`config.mk`:
```
export PLATFORM = sky130hd
export DESIGN_NAME = red_pitaya_guitar_gate
export DESIGN_NICKNAME = d
export VERILOG_FILES = /design/src/rtl/red_pitaya_guitar_pkg.sv /design/src/rtl/red_pitaya_guitar_env.sv /design/src/rtl/red_pitaya_guitar_gate.sv
export SDC_FILE = /design/constraint.sdc
export NUM_CORES = 1
export LEC_CHECK = 0
export BUFFER_PORTS_ARGS = -buffer_cell sky130_fd_sc_hd__buf_2
export CAP_MARGIN = 20
export CORE_MARGIN = 4
export CORE_UTILIZATION = 39
export DETAILED_ROUTE_END_ITERATION = 10
export PLACE_DENSITY_LB_ADDON = 0.3
export SLEW_MARGIN = 5
export SYNTH_ARGS = -nofsm -noshare
export SYNTH_HDL_FRONTEND = slang
export SYNTH_SLANG_ARGS = --single-unit
```
`constraint.sdc`:
```
create_clock -name clk_i -period 10.8 [get_ports clk_i]
set_input_delay 1.08 -clock clk_i [delete_from_list [all_inputs] [get_ports clk_i]]
set_output_delay 1.08 -clock clk_i [all_outputs]
set_load 0.02 [all_outputs]
```
`src/rtl/red_pitaya_guitar_pkg.sv`:
```
// red_pitaya_guitar_pkg
// Shared constants for the guitar noise gate: gate state encodings, the
// unity gain value of the Q1.15 gain register, the magnitude saturation
// level, and a helper that floors a zero ramp step to one.
package red_pitaya_guitar_pkg;

  localparam logic [2:0] ST_CLOSED  = 3'd0;
  localparam logic [2:0] ST_ATTACK  = 3'd1;
  localparam logic [2:0] ST_OPEN    = 3'd2;
  localparam logic [2:0] ST_HOLD    = 3'd3;
  localparam logic [2:0] ST_RELEASE = 3'd4;

  localparam logic [15:0] GAIN_UNITY = 16'h8000;
  localparam logic [15:0] MAG_SAT    = 16'h7FFF;

  // A zero step would stall the ramp forever, so it behaves as a step of one.
  function automatic logic [15:0] step_floor(input logic [15:0] step);
    return (step == 16'd0) ? 16'd1 : step;
  endfunction

endpackage

```
`src/rtl/red_pitaya_guitar_env.sv`:
```
// red_pitaya_guitar_env
// Peak envelope follower. Takes |sample| saturated to 0x7FFF, jumps up to
// any larger magnitude and otherwise decays by max(env >> ENV_SHIFT, 1).
// Ports:
//   clk, rst   : clock, asynchronous active-high reset
//   valid      : update strobe, envelope holds when low
//   sample     : signed input sample (DW up to 16)
//   env_next   : combinational envelope value this sample would produce
//   env        : registered envelope
module red_pitaya_guitar_env
  import red_pitaya_guitar_pkg::*;
#(
  parameter int DW        = 16,
  parameter int ENV_SHIFT = 8
) (
  input  logic          clk,
  input  logic          rst,
  input  logic          valid,
  input  logic [DW-1:0] sample,
  output logic [15:0]   env_next,
  output logic [15:0]   env
);

  logic [DW-1:0] mag;
  logic [15:0]   mag16;
  logic [15:0]   mag_sat;
  logic [15:0]   decay;

  always_comb begin
    // Two's complement negation of the most negative value wraps back to
    // 0x8000 as an unsigned number, which the saturation below catches.
    mag     = sample[DW-1] ? ((~sample) + DW'(1)) : sample;
    mag16   = 16'(mag);
    mag_sat = (mag16 > MAG_SAT) ? MAG_SAT : mag16;
    decay   = env >> ENV_SHIFT;
    if (decay == 16'd0) decay = 16'd1;
    if (mag_sat >= env)   env_next = mag_sat;
    else if (env > decay) env_next = env - decay;
    else                  env_next = 16'd0;
  end

  always_ff @(posedge clk or posedge rst) begin
    if (rst)        env <= 16'd0;
    else if (valid) env <= env_next;
  end

endmodule

```
`src/rtl/red_pitaya_guitar_gate.sv`:
```
// red_pitaya_guitar_gate
// Noise gate ahead of the guitar amp stage. Envelope-driven FSM ramps a
// Q1.15 gain between 0 and unity with hysteresis and a hold period, and the
// gain multiplies the sample with a fixed two-cycle latency.
// Ports:
//   clk_i, rst_i          : clock, asynchronous active-high reset
//   in_sound_i/in_valid_i : signed input sample and its strobe
//   enable_i              : 0 bypasses the gate (unity gain)
//   open_thr_i/close_thr_i: envelope thresholds (close clipped to open)
//   hold_i                : samples to stay open after falling below close
//   attack_step_i/release_step_i : gain ramp steps per sample
//   out_sound_o/out_valid_o : gated sample and its strobe
//   env_o, state_o        : stage-1 envelope and gate state
module red_pitaya_guitar_gate
  import red_pitaya_guitar_pkg::*;
#(
  parameter int DW        = 16,
  parameter int ENV_SHIFT = 8
) (
  input  logic          clk_i,
  input  logic          rst_i,
  input  logic [DW-1:0] in_sound_i,
  input  logic          in_valid_i,
  input  logic          enable_i,
  input  logic [15:0]   open_thr_i,
  input  logic [15:0]   close_thr_i,
  input  logic [15:0]   hold_i,
  input  logic [15:0]   attack_step_i,
  input  logic [15:0]   release_step_i,
  output logic [DW-1:0] out_sound_o,
  output logic          out_valid_o,
  output logic [15:0]   env_o,
  output logic [2:0]    state_o
);

  logic [15:0]   env_next;
  logic [2:0]    state_q, state_d;
  logic [15:0]   gain_q, gain_d;
  logic [15:0]   hold_q, hold_d;
  logic [DW-1:0] x_q;
  logic          vld_q;

  logic [15:0] close_eff, a_step, r_step, gain_up, gain_dn;
  logic [16:0] up_sum;
  logic        above_open, below_close;

  logic signed [DW+17:0] g_ext, x_ext, prod;

  red_pitaya_guitar_env #(.DW(DW), .ENV_SHIFT(ENV_SHIFT)) u_env (
    .clk      (clk_i),
    .rst      (rst_i),
    .valid    (in_valid_i),
    .sample   (in_sound_i),
    .env_next (env_next),
    .env      (env_o)
  );

  // Gain follows the state being entered: entering ATTACK applies an attack
  // step, entering RELEASE applies a release step, in the same sample.
  always_comb begin
    close_eff   = (close_thr_i < open_thr_i) ? close_thr_i : open_thr_i;
    a_step      = step_floor(attack_step_i);
    r_step      = step_floor(release_step_i);
    up_sum      = {1'b0, gain_q} + {1'b0, a_step};
    gain_up     = (up_sum >= {1'b0, GAIN_UNITY}) ? GAIN_UNITY : up_sum[15:0];
    gain_dn     = (gain_q > r_step) ? (gain_q - r_step) : 16'd0;
    above_open  = (env_next >= open_thr_i);
    below_close = (env_next < close_eff);

    state_d = state_q;
    gain_d  = gain_q;
    hold_d  = hold_q;
    if (!enable_i) begin
      state_d = ST_OPEN;
      gain_d  = GAIN_UNITY;
    end else begin
      case (state_q)
        ST_CLOSED: begin
          gain_d = 16'd0;
          if (above_open) begin
            state_d = ST_ATTACK;
            gain_d  = gain_up;
          end
        end
        ST_ATTACK: begin
          if (below_close) begin
            state_d = ST_RELEASE;
            gain_d  = gain_dn;
          end else begin
            gain_d = gain_up;
            if (gain_up == GAIN_UNITY) state_d = ST_OPEN;
          end
        end
        ST_OPEN: begin
          if (below_close) begin
            state_d = ST_HOLD;
            hold_d  = hold_i;
          end
        end
        ST_HOLD: begin
          if (above_open) begin
            state_d = ST_OPEN;
          end else if (hold_q == 16'd0) begin
            state_d = ST_RELEASE;
            gain_d  = gain_dn;
          end else begin
            hold_d = hold_q - 16'd1;
          end
        end
        ST_RELEASE: begin
          if (above_open) begin
            state_d = ST_ATTACK;
            gain_d  = gain_up;
          end else begin
            gain_d = gain_dn;
            if (gain_dn == 16'd0) state_d = ST_CLOSED;
          end
        end
        default: begin
          state_d = ST_CLOSED;
          gain_d  = 16'd0;
        end
      endcase
    end
  end

  // Gain is zero-extended (always non-negative), sample sign-extended; with
  // gain at 0x8000 the shift returns the sample unchanged, even -32768.
  always_comb begin
    g_ext = {{(DW+2){1'b0}}, gain_q};
    x_ext = {{18{x_q[DW-1]}}, x_q};
    prod  = g_ext * x_ext;
  end

  always_ff @(posedge clk_i or posedge rst_i) begin
    if (rst_i) begin
      state_q     <= ST_CLOSED;
      gain_q      <= 16'd0;
      hold_q      <= 16'd0;
      x_q         <= '0;
      vld_q       <= 1'b0;
      out_sound_o <= '0;
      out_valid_o <= 1'b0;
    end else begin
      vld_q       <= in_valid_i;
      out_valid_o <= vld_q;
      if (vld_q) out_sound_o <= prod[DW+14:15];
      if (in_valid_i) begin
        x_q     <= in_sound_i;
        state_q <= state_d;
        gain_q  <= gain_d;
        hold_q  <= hold_d;
      end
    end
  end

  assign state_o = state_q;

endmodule
```
# After elaboration in Yosys (flattened, before gate mapping)
# Index checks and enable logic that the tools add are counted.
classes:
  add_sub_neg: 5
  n_mul: 1
  div: 0
  order_cmp: 8
  eq_ne: 16
  shifts: 0
  muxes: 31
  bitwise: 1
  n_reduce_logical: 10
ops:
  columns: ["operator", "n"]
  rows:
  - ["$mux W16", 18]
  - ["$logic_not A16 Y1", 5]
  - ["$pmux W16 S5", 1]
  - ["$ge A16 B16 Y1", 2]
  - ["$gt A16 B16 Y1", 2]
  - ["$lt A16 B16 Y1", 2]
  - ["$pmux W16 S2", 1]
  - ["$sub A16 B16 Y16", 2]
  - ["$mul A17 B16 Y31", 1]
  - ["$mux W3", 9]
  - ["$add A16 B16 Y17", 1]
  - ["$ge A17 B16 Y1 const B", 1]
  - ["$add A16 B1 Y16 const B", 1]
  - ["$eq A16 B16 Y1 const B", 1]
  - ["$gt A16 B15 Y1 const B", 1]
  - ["$not A16 Y16", 1]
  - ["$sub A16 B1 Y16 const B", 1]
  - ["$pmux W3 S5", 1]
  - ["$ne A3 B3 Y1 const B", 4]
  - ["$ne A4 B4 Y1 const B", 3]
  - ["$reduce_and A6 Y1", 2]
  - ["$mux W8", 1]
  - ["$ne A2 B2 Y1 const B", 4]
  - ["$eq A3 B2 Y1 const B", 2]
  - ["5 further kinds", 5]
totals:
  ff_bits: 85
  latch_bits: 0
  ram_bits: 0
  rom_bits: 0
  inputBits: 100
  output_inout_bits: 36
  elab_cells: 80
  mem_count: 0

# Longest topological paths before layout
depth:
  ltp_word: 11
  mapped_depth: 26
  mapped_depth_nobuf: 24

# Hierarchy
# From an unflattened synthesis, not the netlist that was laid out.
hier_totals:
  cells_unflattened: 1954
  area_unflattened_um2: 16564.6
by_module_without_submodules:
  columns: ["mod", "instances", "cells_each", "area_per_inst_um2", "seq_area_each_um2"]
  rows:
  - ["red_pitaya_guitar_gate", 1, 1630, 14203.6, 1726.7]
  - ["red_pitaya_guitar_env", 1, 324, 2361.0, 400.4]

# Worst setup path before layout
# OpenSTA, ideal clock, no wires.
synth_path:
  path_type: "input port to flip-flop"
  startpoint: "in in_sound_i[2]"
  endpoint: "reg hold_q[11]"
  setup_ns: 0.132
  arrival_ns: 6.325
  t_required_ns: 10.668
  setup_slack_ns: 4.343
  cell_stages: 24
  n_path_buf: 2
  cell_sequence: "or4_1 > nor2_1 > nand3_1 > nor4_1 > a21boi_0 > o22a_1 > ha_1 > a21oi_1 > nand2_1 > a221oi_1 > a21boi_1 > nand2_1 > clkbuf_1 > o21ai_0 > ha_1 > a21o_1 > a21o_1 > a221o_1 > a211oi_2 > clkbuf_1 > nand3_1 > o31a_1 > o21ai_1 > o21ai_1"
synth_between:
  elab_chain_cells: 10
  elab_cells_between_ends: 12
  classes_between: "add/sub (1); order compare (4); eq/ne (2); mux (3); bitwise (1); reduce/logical (1)"
synth_lines:
  columns: ["element", "line", "source"]
  rows:
  - ["start, declared", "red_pitaya_guitar_gate.sv:22", "input logic [DW-1:0] in_sound_i,"]
  - ["$not A16 Y16", "red_pitaya_guitar_env.sv:32", "mag = sample[DW-1] ? ((~sample) + DW'(1)) : sample;"]
  - ["$add A16 B1 Y16", "red_pitaya_guitar_env.sv:32", null]
  - ["$mux W16 *", "red_pitaya_guitar_env.sv:32", null]
  - ["$gt A16 B15 Y1", "red_pitaya_guitar_env.sv:34", "mag_sat = (mag16 > MAG_SAT) ? MAG_SAT : mag16;"]
  - ["$mux W16 *", "red_pitaya_guitar_env.sv:34", null]
  - ["$ge A16 B16 Y1", "red_pitaya_guitar_env.sv:37", "if (mag_sat >= env) env_next = mag_sat;"]
  - ["$mux W16 *", "red_pitaya_guitar_env.sv:37", null]
  - ["named net env_next[13]", "red_pitaya_guitar_gate.sv:36", "logic [15:0] env_next;"]
  - ["$lt A16 B16 Y1 or $ge A16 B16 Y1 (tied branches)", "red_pitaya_guitar_gate.sv:68, red_pitaya_guitar_gate.sv:67", null]
  - ["$ne A2 B2 Y1 (no line)", null, null]
  - ["$reduce_and A6 Y1 (no line) *", null, null]
  - ["end signal, assigned", "red_pitaya_guitar_gate.sv:152", "hold_q <= hold_d;"]
  - ["end, declared", "red_pitaya_guitar_gate.sv:39", "logic [15:0] hold_q, hold_d;"]
# The timed path passes the listed nets; every way through them passes the cells marked *.
# A chain may end at the register's enable or synchronous reset.

# Worst setup path after layout
layout_path:
  startpoint: "in in_sound_i[2]"
  endpoint: "reg hold_q[15]"
# The elaborated chain is that of the path after synthesis.

==> impl_metrics.csv <==
group,metric,value,unit
outcome,status,"completed",
yosys,synthTopCellsByArea,"fa_1 (24%), ha_1 (16%), dfrtp_1 (13%), inv_1 (7.1%), nand2_1 (5.7%)",
timing,fmax,129,MHz
yosys,synthesis.nets,2425,
detailed_routing,totalWireLength,45000,µm
critical_path,crit_chain,"buf_2 -> or4_1 -> nor2_1 -> nand3_1 -> nor4_1 -> a21boi_0 -> o22a_1 -> ha_1 -> a21oi_1 -> nand2_1 -> a221oi_1 -> a21boi_1 -> nand2_1 -> o21ai_0 -> ha_1 -> a21o_1 -> a21o_1 -> a221o_1 -> a211oi_2 -> inv_1 -> nor2_1 -> and4_1 -> a31oi_1 -> o22a_1",
critical_path,cp-end-kind,"flip-flop",
timing,drv_slew,0,
detailed_routing,dr_total_vias,13714,
timing,fin_crit,7780,ps
yosys,netlist.area_leader.share,0.238,
timing,setup_violations,0,
critical_path,worstPathRequired,11070,ps
critical_path,slowest_stage,"a211oi_2",
yosys,yosysTopAreaCell,"fa_1",
floorplanning,die_w,214,µm
yosys,synth_edf_count,0,
critical_path,critPathMaxFanout,16,
layout,final_common_cell,"inv_1",
placement,hpwl,36300,µm
global_routing,grt-ovfl-total,0,
clock_network,cts.sink_count,85,
power,power_density,190,mW/mm²
layout,design_area,0.0180,mm²
placement,dpl_cell_area,0.0176,mm²
yosys,synth_ff_type,"dfrtp_1",
clock_network,cts_max_level,3,
timing,tightest_slew,1040,ps
detailed_routing,drt-initial-drc-count,692,
layout,layout_common_cells,"inv_1 (313), nand2_1 (250), ha_1 (212)",
layout,nets,2500,
critical_path,timing.rr.end,"hold_q[15]$_DFFE_PP0P_",
critical_path,crit_path_start_kind,"primary input",
critical_path,rrSetupSlack,3490,ps
flow_run,maxCapViolCount,0,
floorplanning,io_pins,136,
critical_path,critPathKind,"primary input to flip-flop",
timing,fin_crit_sh,0.720,
critical_path,critical_path_arrival,8050,ps
detailed_routing,via_per_inst,5.41,
global_routing,grt_use_total,0.202,
clock_network,post_cts_buffers,0,
power,p_leak,0.00883,µW
layout,drive_above_1_share,0.114,
yosys,synth_area,0.0165,mm²
layout,ff_latch_area,0.00213,mm²
yosys,avgSynthCellArea,8.62,µm²
timing,clock_skew,12.2,ps
layout,fin_util,0.428,
critical_path,rr_startpoint,"u_env.env[8]$_DFFE_PP0P_",
global_routing,first_global_vias,14161,
hold_path,min_path_type,"flip-flop to flip-flop",
global_routing,grt_pass1_wl,73500,µm
clock_network,clock_latency,380,ps
clock_network,cts.repair.resized,0,
timing,hold_viol,0,
global_routing,antenna_found_initial,4,
critical_path,crit_start,"in_sound_i[2]",
floorplanning,rows,75,
yosys,synth-seq-area-share,0.129,
clock_network,cts_buffers,9,
hold_path,min_path_cells,2,
floorplanning,die-area,0.0457,mm²
placement,gp_routability_congestion,0.921,
timing,rsz0062_at_grt,"false",
yosys,synth_seq_cells,85,
layout,syn_to_final_growth,8.76,%
clock_network,clk_pin_slew,70,ps
power,ir_drop,0.124,mV
critical_path,slowest_delay,810,ps
floorplanning,die_y,214,µm
floorplanning,initial_core_util,0.394,
yosys,yosysWarnings,0,
detailed_routing,drtAntennaViolNets,0,
critical_path,r2r_cells,23,
layout,multi_input_area,0.0129,mm²
layout,fillCellCount,4144,
yosys,synth_cell_types,90,
clock_network,cts.path.max_buffers,2,
placement,place.port_buffers,135,
timing,max_slew_margin,0.306,
critical_path,cp-endpoint,"hold_q[15]$_DFFE_PP0P_",
clock_network,hold_buffers,0,
floorplanning,core_area,0.0419,mm²
yosys,async_reset_ff_frac,1.00,
clock_network,root_buffer,"clkbuf_16",
detailed_routing,first_pass_iters,5,
detailed_routing,route.detailed.drc,0,
clock_network,cts_tree,"yes",
layout,n_antenna_cell,0,
detailed_routing,wl_per_cell,17.8,µm
yosys,synthCells,1917,
power,power.total,3420,µW
global_routing,grt_max_degree,70,
timing,final.setup.tns,0,ps
==> area by class of cell <==
type	count	share of cell area
Multi-Input combinational cell	1436	0.717
Sequential cell	85	0.118
Inverter	315	0.0660
Timing Repair Buffer	145	0.0421
Tap cell	539	0.0375
Clock buffer	9	0.0125
Clock inverter	7	0.00641
==> sequential cells by signal, summed over array words and instances, names as in the netlist <==
name,cells
gain_q,16
hold_q,16
out_sound_o,16
out_valid_o,1
state_o,3
u_env.env,16
vld_q,1
x_q,16
==> metal layers <==
metal / vias up / track usage / wire length, µm
li1: 6533 / - / -
met1: 6792 / 0.259 / 19300
met2: 310 / 0.356 / 22600
met3: 71 / 0.0278 / 1950
met4: 8 / 0.0563 / 1150
met5: - / 0 / 57
==> cell usage after synthesis (8+ instances only) <==
master,n
a211oi_1,12
a21o_1,24
a21oi_1,80
a31oi_1,9
and2_1,100
and3_1,8
and4_1,9
clkbuf_1,67
dfrtp_1,85
fa_1,196
ha_1,212
inv_1,314
mux2_2,31
mux2i_1,16
nand2_1,250
nand2b_1,22
nand3_1,19
nand4_1,15
nor2_1,70
nor2b_1,9
nor3_1,27
nor4_1,16
o211ai_1,11
o21a_1,9
o21ai_0,67
o21ai_1,15
o21bai_1,11
o221ai_2,10
o22a_1,10
o31ai_1,9
xnor2_1,31
xor2_1,27
==> per-stage QoR <==
step / setup slack [ps] / hold slack [ps] / std cells
2_1_floorplan: 4340 / 352 / 1917
3_3_place_gp: 2850 / 468 / 2518
3_5_place_dp: 2730 / 478 / 2518
4_1_cts: 3140 / 495 / 2534
5_1_grt: 2390 / 513 / 2536
6_report: 3020 / 493 / 2536
==> power by group <==
part | internal (µW) | total, µW | switching (µW)
registers | 427 | 612 | 185
clock network | 209 | 365 | 156
logic | 1020 | 2450 | 1430
==> logic make-up after synthesis <==
kind of cell / Yosys count / share of synthesized area
compound gates: 347 / 0.146
xor+xnor: 58 / 0.0308
fa+ha+maj: 408 / 0.398
buf+inv: 396 / 0.0931
flops: 85 / 0.129
mux: 49 / 0.0324
other cells: 1 / 0.000227
simple gates: 573 / 0.170
==> how the worst min path moves through the flow <==
stage                                      startpoint                           to  slack [ps]
after floorplan                       vld_q$_DFF_PP0_        out_valid_o$_DFF_PP0_         350
after global placement          hold_q[9]$_DFFE_PP0P_        hold_q[9]$_DFFE_PP0P_         470
after detailed placement        hold_q[9]$_DFFE_PP0P_        hold_q[9]$_DFFE_PP0P_         480
after CTS                       hold_q[9]$_DFFE_PP0P_        hold_q[9]$_DFFE_PP0P_         500
after global routing      out_sound_o[15]$_DFFE_PP0P_  out_sound_o[15]$_DFFE_PP0P_         510
final                     out_sound_o[15]$_DFFE_PP0P_  out_sound_o[15]$_DFFE_PP0P_         490
==> critical path, delay by kind of cell <==
kind                       cells  cell delay [ps]
AOI/OAI and AO/OA             12             3490
adders and majority gates      2              630
buffers and inverters          2              390
and+or+nand+nor                8             2410
No activity file was read; power rests on OpenSTA's default activity.
